### src/rtl/mem_port_arbiter_if.sv
// One requester's view of the shared memory port: a valid/ready request channel
// and a response that arrives one cycle after the request is accepted.
interface mem_port_arbiter_if #(
  parameter int ADDR_W = 13
);
  logic              rq_valid;
  logic              rq_ready;
  logic [ADDR_W-1:0] rq_addr;
  logic [31:0]       rq_wdata;
  logic [3:0]        rq_be;
  logic              rq_we;
  logic              rq_lock;
  logic              rs_valid;
  logic [31:0]       rs_rdata;

  modport master (
    output rq_valid, rq_addr, rq_wdata, rq_be, rq_we, rq_lock,
    input  rq_ready, rs_valid, rs_rdata
  );

  modport slave (
    input  rq_valid, rq_addr, rq_wdata, rq_be, rq_we, rq_lock,
    output rq_ready, rs_valid, rs_rdata
  );
endinterface

### src/rtl/mem_port_arbiter.sv
// Round-robin arbiter between the CPU (req0) and the DMA engine (req1) for port B
// of the main-memory BRAM, with a bounded burst lock and one-cycle read latency.
module mem_port_arbiter #(
  parameter int MEM_SIZE = 8192,
  parameter int MAX_LOCK = 8,
  localparam int ADDR_W  = $clog2(MEM_SIZE)
) (
  input  logic              clk,
  input  logic              rst,
  mem_port_arbiter_if.slave req0,
  mem_port_arbiter_if.slave req1,
  output logic [ADDR_W-1:0] mem_addr,
  output logic [31:0]       mem_wdata,
  output logic [3:0]        mem_be,
  output logic              mem_we,
  input  logic [31:0]       mem_rdata
);

  localparam int CNT_W = $clog2(MAX_LOCK + 1);
  localparam logic [CNT_W-1:0] MAX_LOCK_C = CNT_W'(MAX_LOCK);

  typedef enum logic [1:0] {
    UNLOCKED = 2'd0,
    LOCKED0  = 2'd1,
    LOCKED1  = 2'd2
  } state_t;

  state_t           state;
  logic             last_grant;
  logic [CNT_W-1:0] lock_cnt;
  logic [1:0]       rs_pending;

  logic [1:0]       valid;
  logic [1:0]       accept;
  logic             cont_lock;
  logic             sel_lock;
  logic [CNT_W-1:0] cnt_next;
  logic             lock_take;

  assign valid = {req1.rq_valid, req0.rq_valid};

  // A locked owner that drops valid releases the lock within the same cycle,
  // so the other requester falls through to the plain round-robin rules.
  always_comb begin
    // NOTE: every combinational output gets a default first, so no path can infer a latch.
    accept = 2'b00;
    if (state == LOCKED0 && valid[0]) begin
      accept = 2'b01;
    end else if (state == LOCKED1 && valid[1]) begin
      accept = 2'b10;
    end else if (valid == 2'b11) begin
      accept = last_grant ? 2'b01 : 2'b10;
    end else begin
      accept = valid;
    end
  end

  assign req0.rq_ready = accept[0];
  assign req1.rq_ready = accept[1];

  always_comb begin
    mem_addr  = '0;
    mem_wdata = '0;
    mem_be    = '0;
    mem_we    = 1'b0;
    sel_lock  = 1'b0;
    if (accept[0]) begin
      mem_addr  = req0.rq_addr;
      mem_wdata = req0.rq_wdata;
      mem_be    = req0.rq_be;
      mem_we    = req0.rq_we;
      sel_lock  = req0.rq_lock;
    end else if (accept[1]) begin
      mem_addr  = req1.rq_addr;
      mem_wdata = req1.rq_wdata;
      mem_be    = req1.rq_be;
      mem_we    = req1.rq_we;
      sel_lock  = req1.rq_lock;
    end
  end

  // Beat count restarts at 1 whenever the accepted beat is not a continuation
  // of the current owner's lock; the final allowed beat forces a release.
  assign cont_lock = (accept[0] && state == LOCKED0) || (accept[1] && state == LOCKED1);
  assign cnt_next  = cont_lock ? lock_cnt + CNT_W'(1) : CNT_W'(1);
  assign lock_take = sel_lock && (cnt_next < MAX_LOCK_C);

  always_ff @(posedge clk or posedge rst) begin
    // NOTE: sequential state uses non-blocking assignments so every register samples pre-edge values.
    if (rst) begin
      state      <= UNLOCKED;
      last_grant <= 1'b1;
      lock_cnt   <= '0;
      rs_pending <= 2'b00;
    end else begin
      rs_pending <= accept;
      if (|accept) begin
        last_grant <= accept[1];
        if (lock_take) begin
          state    <= accept[1] ? LOCKED1 : LOCKED0;
          lock_cnt <= cnt_next;
        end else begin
          state    <= UNLOCKED;
          lock_cnt <= '0;
        end
      end else if (state != UNLOCKED) begin
        state    <= UNLOCKED;
        lock_cnt <= '0;
      end
    end
  end

  // Memory read data is registered inside the BRAM, so it lines up with rs_pending.
  assign req0.rs_valid = rs_pending[0];
  assign req1.rs_valid = rs_pending[1];
  assign req0.rs_rdata = rs_pending[0] ? mem_rdata : 32'h0;
  assign req1.rs_rdata = rs_pending[1] ? mem_rdata : 32'h0;

endmodule

### src/flat_wrapper.sv
// flat-port wrapper written by rule: the top's interface ports become plain ports
module mem_port_arbiter_flat 
#(
  parameter int MEM_SIZE = 8192,
  parameter int MAX_LOCK = 8,
  localparam int ADDR_W  = $clog2(MEM_SIZE)
)
  (clk, rst, mem_addr, mem_wdata, mem_be, mem_we, mem_rdata, req0_rq_valid, req0_rq_addr, req0_rq_wdata, req0_rq_be, req0_rq_we, req0_rq_lock, req0_rq_ready, req0_rs_valid, req0_rs_rdata, req1_rq_valid, req1_rq_addr, req1_rq_wdata, req1_rq_be, req1_rq_we, req1_rq_lock, req1_rq_ready, req1_rs_valid, req1_rs_rdata);
  mem_port_arbiter_if req0_i ();
  mem_port_arbiter_if req1_i ();
  input  logic clk;
  input  logic rst;
  output logic [ADDR_W-1:0] mem_addr;
  output logic [31:0] mem_wdata;
  output logic [3:0] mem_be;
  output logic mem_we;
  input  logic [31:0] mem_rdata;
  input wire logic [$bits(req0_i.rq_valid)-1:0] req0_rq_valid;
  input wire logic [$bits(req0_i.rq_addr)-1:0] req0_rq_addr;
  input wire logic [$bits(req0_i.rq_wdata)-1:0] req0_rq_wdata;
  input wire logic [$bits(req0_i.rq_be)-1:0] req0_rq_be;
  input wire logic [$bits(req0_i.rq_we)-1:0] req0_rq_we;
  input wire logic [$bits(req0_i.rq_lock)-1:0] req0_rq_lock;
  output wire logic [$bits(req0_i.rq_ready)-1:0] req0_rq_ready;
  output wire logic [$bits(req0_i.rs_valid)-1:0] req0_rs_valid;
  output wire logic [$bits(req0_i.rs_rdata)-1:0] req0_rs_rdata;
  input wire logic [$bits(req1_i.rq_valid)-1:0] req1_rq_valid;
  input wire logic [$bits(req1_i.rq_addr)-1:0] req1_rq_addr;
  input wire logic [$bits(req1_i.rq_wdata)-1:0] req1_rq_wdata;
  input wire logic [$bits(req1_i.rq_be)-1:0] req1_rq_be;
  input wire logic [$bits(req1_i.rq_we)-1:0] req1_rq_we;
  input wire logic [$bits(req1_i.rq_lock)-1:0] req1_rq_lock;
  output wire logic [$bits(req1_i.rq_ready)-1:0] req1_rq_ready;
  output wire logic [$bits(req1_i.rs_valid)-1:0] req1_rs_valid;
  output wire logic [$bits(req1_i.rs_rdata)-1:0] req1_rs_rdata;
  assign req0_i.rq_valid = req0_rq_valid;
  assign req0_i.rq_addr = req0_rq_addr;
  assign req0_i.rq_wdata = req0_rq_wdata;
  assign req0_i.rq_be = req0_rq_be;
  assign req0_i.rq_we = req0_rq_we;
  assign req0_i.rq_lock = req0_rq_lock;
  assign req0_rq_ready = req0_i.rq_ready;
  assign req0_rs_valid = req0_i.rs_valid;
  assign req0_rs_rdata = req0_i.rs_rdata;
  assign req1_i.rq_valid = req1_rq_valid;
  assign req1_i.rq_addr = req1_rq_addr;
  assign req1_i.rq_wdata = req1_rq_wdata;
  assign req1_i.rq_be = req1_rq_be;
  assign req1_i.rq_we = req1_rq_we;
  assign req1_i.rq_lock = req1_rq_lock;
  assign req1_rq_ready = req1_i.rq_ready;
  assign req1_rs_valid = req1_i.rs_valid;
  assign req1_rs_rdata = req1_i.rs_rdata;
  mem_port_arbiter #(.MEM_SIZE(MEM_SIZE), .MAX_LOCK(MAX_LOCK)) u_core (.clk(clk), .rst(rst), .req0(req0_i), .req1(req1_i), .mem_addr(mem_addr), .mem_wdata(mem_wdata), .mem_be(mem_be), .mem_we(mem_we), .mem_rdata(mem_rdata));
endmodule
### config.mk
export PLATFORM = sky130hd
export DESIGN_NAME = mem_port_arbiter_flat
export DESIGN_NICKNAME = d
export VERILOG_FILES = /design/src/rtl/mem_port_arbiter_if.sv /design/src/rtl/mem_port_arbiter.sv /design/src/flat_wrapper.sv
export SDC_FILE = /design/constraint.sdc
export NUM_CORES = 1
export LEC_CHECK = 0
export BUFFER_PORTS_ARGS = -buffer_cell sky130_fd_sc_hd__buf_2
export CORE_AREA = 2 2 100 102
export DETAILED_ROUTE_END_ITERATION = 16
export DIE_AREA = 0 0 102 104
export GPL_TIMING_DRIVEN = 0
export PLACE_DENSITY = 0.53
export SKIP_CTS_REPAIR_TIMING = 1
export SYNTH_ARGS = -nofsm -noshare
export SYNTH_HDL_FRONTEND = slang
export SYNTH_SLANG_ARGS = --single-unit
### constraint.sdc
create_clock -name clk -period 1.55 [get_ports clk]
set_input_delay 0.31 -clock clk [delete_from_list [all_inputs] [get_ports clk]]
set_output_delay 0.31 -clock clk [all_outputs]
set_load 0.01 [all_outputs]
After elaboration in Yosys (flattened, before gate mapping) --
Index checks and enable logic that the tools add are counted.
Cells by class: add/subtract/negate cells 1, order comparisons 1, equality and inequality tests 3, multiplexer cells 24, reductions and logical operators 9
Operator list (count):
- 2-to-1 mux 32 bit | 4
- 2-to-1 mux 13 bit | 2
- 2-to-1 mux 4 bit | 6
- 2-to-1 mux 2 bit | 8
- logical AND 1 bit | 5
- adder 4 x 1 -> 4 bit, second input constant | 1
- equality test 2 bit, second input constant | 2
- < comparator 4 bit, second input constant | 1
- 2-to-1 mux 1 bit | 4
- nonzero test 2 bit | 2
- equality test 2 x 1 -> 1 bit, second input constant | 1
- OR reduction 2 bit | 1
- logical OR 1 bit | 1
Storage, ports and cells: register bits 9, input port bits 138, output and inout port bits 118, word-level logic and storage cells 42

Depth between registers and ports, before layout --
Gate-level depths: netlist of the first run.
word-level depth 11, mapped depth 4, depth with buffers taken out 4

Worst setup path before layout of the first run --
Ideal clock, no wire load.
kind flip-flop to output port, start reg u_core.state[0], end out mem_be[0], arrival 1.459 ns, setup slack -0.219 ns, stages on the path, launching flop included 5, buffers on the path 1, path through dfrtp_1 -> nand2b_1 -> a311oi_4 -> buf_2 -> a22o_1
On the way: longest elaborated chain between the ends 6, elaborated cells between the ends (all ways) 8, classes of those cells 2 x eq/ne; 4 x mux; 2 x reduce/logical
RTL lines:
- from (decl) | RTL line mem_port_arbiter.sv:28 | state_t state;
- from (signal assigned) | RTL line mem_port_arbiter.sv:100 | state <= accept[1] ? LOCKED1 : LOCKED0;
- equality test 2 bit | RTL line mem_port_arbiter.sv:49 | end else if (state == LOCKED1 && valid[1]) begin
- logical AND 1 bit | RTL line mem_port_arbiter.sv:49
- 2-to-1 mux 2 bit | RTL line mem_port_arbiter.sv:49
- 2-to-1 mux 2 bit * | RTL line mem_port_arbiter.sv:47 | if (state == LOCKED0 && valid[0]) begin
- named net req1_rq_ready | RTL line flat_wrapper.sv:33 | output wire logic [$bits(req1_i.rq_ready)-1:0] req1_rq_ready;
- 2-to-1 mux 4 bit * | RTL line mem_port_arbiter.sv:73 | end else if (accept[1]) begin
- 2-to-1 mux 4 bit * | RTL line mem_port_arbiter.sv:67 | if (accept[0]) begin
- to (decl) | RTL line flat_wrapper.sv:15 | output logic [3:0] mem_be;
The timed path passes the listed nets; every way through them passes the cells marked *.

Worst setup path in the final report of the first run --
start reg u_core.last_grant, end out mem_wdata[16]
On the way: longest elaborated chain between the ends 6
RTL lines:
- from (decl) | RTL line mem_port_arbiter.sv:29 | logic last_grant;
- from (signal assigned) | RTL line mem_port_arbiter.sv:98 | last_grant <= accept[1];
- 2-to-1 mux 2 bit * | RTL line mem_port_arbiter.sv:52 | accept = last_grant ? 2'b01 : 2'b10;
- 2-to-1 mux 2 bit * | RTL line mem_port_arbiter.sv:51 | end else if (valid == 2'b11) begin
- 2-to-1 mux 2 bit * | RTL line mem_port_arbiter.sv:49
- 2-to-1 mux 2 bit * | RTL line mem_port_arbiter.sv:47
- 2-to-1 mux 32 bit | RTL line mem_port_arbiter.sv:73
- 2-to-1 mux 32 bit * | RTL line mem_port_arbiter.sv:67
- to (decl) | RTL line flat_wrapper.sv:14 | output logic [31:0] mem_wdata;
Every way passes the cells marked *; elsewhere a longest branch is shown, timed or not.

==> results.md, run 1 <==
* Sw Share at 0.395
* CTS tree: built
* Area fraction in compound gates after synthesis at 0.400
* Total CTS buffers at 3
* Routed WL at between 7000 and 8000 µm
* Overflow after GRT at 0
* Clk slew on worst S/H paths at 0.04 ns
* Worst r2r src: u_core.state[1]
* Worst path max stage delay at 0.55 ns
* Synthesized cell area at 1390 µm²
* Core area at roughly 9500 µm²
* Crit end category: output port
* Final instance area at between 3000 and 4000 µm²
* Post-synthesis mux area share at 0
* Critical path required time at 1.24 ns
* Outcome: finished with violations
* Hold Crit Class: input port to async pin
* Avg Vias per Cell at ~4.2
* Worst-path fanout max at 10
* Via Count at 2390
* Worst R2R End: u_core.lock_cnt[2]
* P_leak at 1.87 nW
* Max Cap Viol at 0
* Pre-antenna DRT Iters at 4
* Clk Latency, worst-skew pair at approximately 0.23 ns
* Critical Path Source Type: flop
* H-Tree Depth at 1
* Post-Synthesis Cells at 170
* P_int at 0.00112 W
* Final Util at 0.322
* Top cell type's share of synthesized area at 0.329
* Worst Path Arrival at about 1.8 ns
* Sequential Power Share at 0.156
* Largest net degree at the start of global routing at 12
* Max VDD drop at 0.216 mV
* Unique masters post-synth at 23
* Clk pwr share at 0.145
* Ports at ~260
* Worst-margin pin slew at ~0.6 ns
* Post-synthesis register bit count at 9
* Final min period at approximately 2.1 ns
* FILL cells at approximately 1000
* Drt first-iter violations at 109
* CTS sink count at 9
* Residual DRC at 0
* Syn Nets at about 300
* Final Hold Viols at 0
* Failing checks: negative setup slack
* First-pass GRT wire length at about 11000 µm
* CP Cell Sequence: inv_1 > a311oi_4 > buf_12 > buf_8 > a22o_1 > buf_2
* Pins Over Slew Limit at 0
* Die X at 102 µm
* Simple-gate share of the synthesized area at 0.349
* RSZ-0062 raised after global routing: true
* Port bufs at roughly 260
* Post-Route Skew at 0.000321 ns
* DP HPWL at 6530 µm
* Std-Cell Rows at 36
* Die H at ~100 µm
* Synthesis warning total at 0
* DP Area at roughly 2800 µm²
* Fin crit share at 1.35
* Clock Path Buffers at 2
* Xor/xnor share of the synthesized area at 0.0126
* CTS root buf: clkbuf_8
* Psw at approximately 0.00073 W
* GR Util All Layers at 0.125
* Max_slew headroom at 0.588
* Ranking of synthesized cells by area: a22o_1, and2_1, dfrtp_1
* Leading area contributor after synthesis: a22o_1
* Die area at approximately 11000 µm²
* Sequential-to-total area share from yosys stat at 0.164
* Critical path class: flop to output port
* Max Freq at between 0.4 and 0.5 GHz
* R2R depth at 7
* Nets@finish at around 580
* Drt wl/cell at between 10 and 15 µm
* Avg Inst Size Synth at around 8.1 µm²
* Synthesis-to-layout area growth at 122%
* Gate power share at 0.699
* Remaining antenna violation count at 0
* Vias in the first global route at between 2000 and 2500
* Antenna violations before repair at 1
* R2r setup slk at -0.21 ns
* Adder-Cell Fraction of Synth Area at 0.00903
* Slowest cell on crit path: dfstp_2
* Starting Density at 0.145
* Layout cells sized above 1 at 0.670
* Final setup vio count at 57
* Largest family of logic cells by synthesized area: compound AO/OA/AOI/OAI gates
* Pwr/cell area at about 600 nW/µm²
* Placer Congestion at approximately 0.85
* Final WS setup at -0.536 ns
how the worst max path moves through the flow:
stage,start,to,cells after the start
finish,u_core.last_grant,mem_wdata[16],6
global route,u_core.state[0],mem_addr[2],6
CTS,u_core.state[1],mem_addr[2],5
detailed placement,req0_rq_valid,mem_addr[2],6
global placement,req0_rq_valid,mem_addr[9],6
floorplan,u_core.state[0],mem_addr[0],4
cell usage in the layout (no fill, tap or decap), types with 2 or more instances in the layout:
cell type | netlist | layout
buf_2 | 10 | 256
and2_1 | 65 | 65
a22o_1 | 52 | 51
buf_6 | 0 | 6
dfrtp_1 | 8 | 6
inv_1 | 5 | 5
clkbuf_2 | 0 | 5
buf_4 | 0 | 5
buf_8 | 0 | 3
nor2_1 | 3 | 3
clkbuf_8 | 0 | 3
and3b_2 | 0 | 2
a311oi_4 | 2 | 2
a32o_1 | 2 | 2
buf_12 | 0 | 2
dfrtp_2 | 0 | 2
power groups by stage:
stage	clock network (W)	registers, W	logic [W]
final	0.000269	0.000288	0.00129
after global routing	0.000286	0.000293	0.00141
after CTS	0.000277	0.000288	0.00118
after detailed placement	0	0.000291	0.00118
after global placement	0	0.000291	0.00118
after floorplan	0	0.000286	0.000618
final cells by class:
type,instances,area (µm²),share of cell area
diodes,1,2.50,0.000814
plain buffers,16,146,0.0476
clock buffers,4,45.0,0.0147
inverters,5,18.8,0.00611
multi-input cells,140,1090,0.355
flip-flops and latches,9,229,0.0745
well taps,133,166,0.0542
repair buffers,262,1380,0.447
synth_stat cells:
master / number
nor2b_1: 1
a21oi_1: 2
o22a_1: 1
nand3_1: 1
inv_1: 5
nor3b_2: 1
xor2_1: 1
nor2_1: 3
and3b_1: 2
dfstp_2: 1
clkbuf_1: 6
dfrtp_1: 8
nor3_1: 1
buf_2: 10
ha_1: 1
and2_1: 65
a22o_1: 52
a32o_1: 2
a311oi_4: 2
nand2b_1: 2
xnor2_1: 1
nor4_1: 1
o21bai_1: 1
per-layer routing:
| metal | vias up | global-route usage | wire length [µm] |
|---|---|---|---|
| li1 | 1155 | - | - |
| met5 | - | 0 | 0 |
| met1 | 1053 | 0.136 | 2990 |
| met2 | 172 | 0.245 | 3760 |
| met4 | 0 | 0.0276 | 99 |
| met3 | 10 | 0.0208 | 706 |
cells by family after synthesis:
family / after synthesis
DFF: 9
buffers and inverters: 21
and+or+nand+nor: 77
adders and majority gates: 1
xor gates and xnor gates: 2
AOI/OAI and AO/OA: 60
worst max-delay path, delay by kind of cell (launching register included):
family	cells	cell delay, ns
AO/OA/AOI/OAI	2	0.48
buffers and inverters	4	0.52
flip-flops	1	0.55
metrics by stage:
| step | TNS (ns) | setup WS (ns) | std cells | hold slack (ns) | total power, W |
|---|---|---|---|---|---|
| after global routing | -31.49 | -0.619 | 570 | 0.0820 | 0.00199 |
| after floorplan | -8.75 | -0.186 | 170 | 0.137 | 0.000904 |
| final | -26.98 | -0.536 | 570 | 0.0352 | 0.00185 |
| after detailed placement | -33.02 | -0.664 | 558 | 0.290 | 0.00147 |
| after CTS | -45.29 | -0.839 | 562 | 0.0547 | 0.00175 |
| after global placement | -33.33 | -0.665 | 558 | 0.298 | 0.00147 |
registers in the layout (all words and copies together), names as in the netlist:
signal,cells
u_core.lock_cnt,4
u_core.rs_pending,2
u_core.state,2
u_core.last_grant,1
(Power assumes the default switching activity.)
==> run 2, diff against run 1 <==
CAP_MARGIN = 20   (was default)
PLACE_DENSITY = 0.64   (was 0.53)
==> run 2 against run 1 <==
  * The run still ends with negative setup slack left
  * Cell count is 0.53% higher
  * Sequential power hardly changed
  * Critical path depth did not move
==> results.md, run 2 (same netlist as run 1, synthesis figures left out) <==
* Crit end category: output port
* Most frequent cells in the layout: buf_2, and2_1, a22o_1
* Max Cap Viol at 0
* Outcome: finished with violations
* Most flops, register: u_core.lock_cnt
* GR Util All Layers at 0.132
* DP HPWL at between 6000 and 7000 µm
* Drt wl/cell at about 14 µm
* Psw at approximately 0.00076 W
* Max_slew headroom at 0.575
* Pins Over Slew Limit at 0
* CTS root buf: clkbuf_8
* Sequential Power Share at 0.149
* Final Hold Viols at 0
* Worst Path Arrival at ~1.8 ns
* Port bufs at approximately 260
* Die X at slightly above 100 µm
* Final Util at 0.325
* Remaining antenna violation count at 0
* Worst path max stage delay at around 0.40 ns
* Final setup vio count at 57
* Clk Latency, worst-skew pair at around 0.23 ns
* Residual DRC at 0
* Clock Path Buffers at 2
* Avg Vias per Cell at approximately 4.3
* Antenna violations before repair at 0
* Sw Share at 0.400
* P_int at roughly 0.0011 W
* CTS sink count at 9
* Slowest cell on crit path: dfrtp_1
* Nets@finish at 580
* Max VDD drop at between 0.2 and 0.25 mV
* Pre-antenna DRT Iters at 4
* Core area at 9550 µm²
* Critical path required time at approximately 1.2 ns
* CTS tree: built
* Hold Crit Class: input port to async pin
* Pwr/cell area at a little over 600 nW/µm²
* Die area at 10600 µm²
* P_leak at around 1.9 nW
* Gate power share at 0.708
* DP Area at ~2800 µm²
* Regs by FF count: u_core.lock_cnt: 4 flops, u_core.rs_pending: 2 flops, u_core.state: 2 flops
* Ports at 256
* Final Non-Filler Cells at 573
* Critical Path Source Type: flop
* CP Cell Sequence: nand2b_1 > a311oi_4 > buf_4 > clkbuf_4 > a22o_1 > buf_2
* # diodes at 0
* Final Power at around 0.0019 W
* Total CTS buffers at 3
* Via Count at ~2500
* Placer Congestion at 0.858
* Std-Cell Rows at 36
* H-Tree Depth at 1
* Setup slack at placement at -0.737 ns
* Max Freq at about 0.48 GHz
* Final instance area at 3110 µm²
* Die H at 104 µm
* Final WS setup at -0.542 ns
* Clk slew on worst S/H paths at roughly 0.050 ns
* Commonest non-fill, non-tap cell in the layout: buf_2
* Failing checks: negative setup slack
* First-pass GRT wire length at about 11000 µm
* Worst-margin pin slew at 0.632 ns
* Fin crit share at 1.35
* RSZ-0062 raised after global routing: true
* Post-Route Skew at between 0.007 and 0.008 ns
* Routed WL at between 8000 and 9000 µm
* Placed cells at 558
* Layout cells sized above 1 at 0.666
* Starting Density at 0.145
* Worst-path fanout max at 10
* Largest net degree at the start of global routing at 12
* Critical path class: flop to output port
* Final min period at 2.09 ns
* Overflow after GRT at 0
* Max reg flops at 4
* Clk pwr share at 0.142
* Drt first-iter violations at 65
* Vias in the first global route at between 2000 and 2500
* Synthesis-to-layout area growth at 124%
run 2: cell count changes in the layout (fill, tap and decap cells not counted), moves of 2 or more:
cell and delta:
buf_4 +5, buf_2 -2, clkbuf_4 +2, clkbuf_2 -3
run 2: final timing paths:
| kind | startpoint | to | slack, ns | cells past startpoint |
|---|---|---|---|---|
| worst min-delay path | rst | u_core.lock_cnt[0] | 0.04 | 2 |
| min in group clk | req0_rq_lock | u_core.state[0] | 0.42 | 3 |
| worst max register to register | u_core.state[0] | u_core.lock_cnt[2] | -0.21 | 7 |
| max in group asynchronous | rst | u_core.last_grant | 1.20 | 2 |
| worst max-delay path | u_core.state[0] | mem_wdata[23] | -0.54 | 6 |
| worst min register to register | u_core.lock_cnt[1] | u_core.lock_cnt[1] | 0.53 | 1 |
run 2: stage by stage:
stage	setup TNS (ns)	hold WS (ns)
after floorplan	-8.75	0.137
after global placement	-36.58	0.283
after detailed placement	-37.19	0.298
after CTS	-49.46	0.0472
after global routing	-30.80	0.0716
final	-26.35	0.0363
run 2: final cells by class:
cell class / count / area [µm²]
sequential: 9 / 228
inverter: 5 / 18.8
buffer: 16 / 161
fill: 1031 / 6440
timing repair buffer: 266 / 1410
multi-input combinational: 140 / 1070
clock buffer: 4 / 45.0
tap: 133 / 166
run 2: power groups by stage:
stage          clock network (W)  registers, W  logic, W
2_1_floorplan                  0      0.000286  0.000618
6_report                0.000271      0.000285   0.00135
3_3_place_gp                   0      0.000288   0.00119
4_1_cts                 0.000278      0.000288   0.00121
5_1_grt                 0.000301      0.000288   0.00146
3_5_place_dp                   0      0.000291   0.00120
run 2: critical path: cells and delay by family, from the launching register on:
kind | cells | cell delay [ns]
buffers and inverters | 3 | 0.50
AOI/OAI and AO/OA | 2 | 0.46
and+or+nand+nor | 1 | 0.20
DFF | 1 | 0.40
run 2: layer usage:
metal	global-route usage	up-vias	share of wire
met4	0.0171	0	0.0058
li1	-	1166	-
met3	0.0235	4	0.092
met2	0.263	176	0.52
met1	0.143	1118	0.38
met5	0	-	0
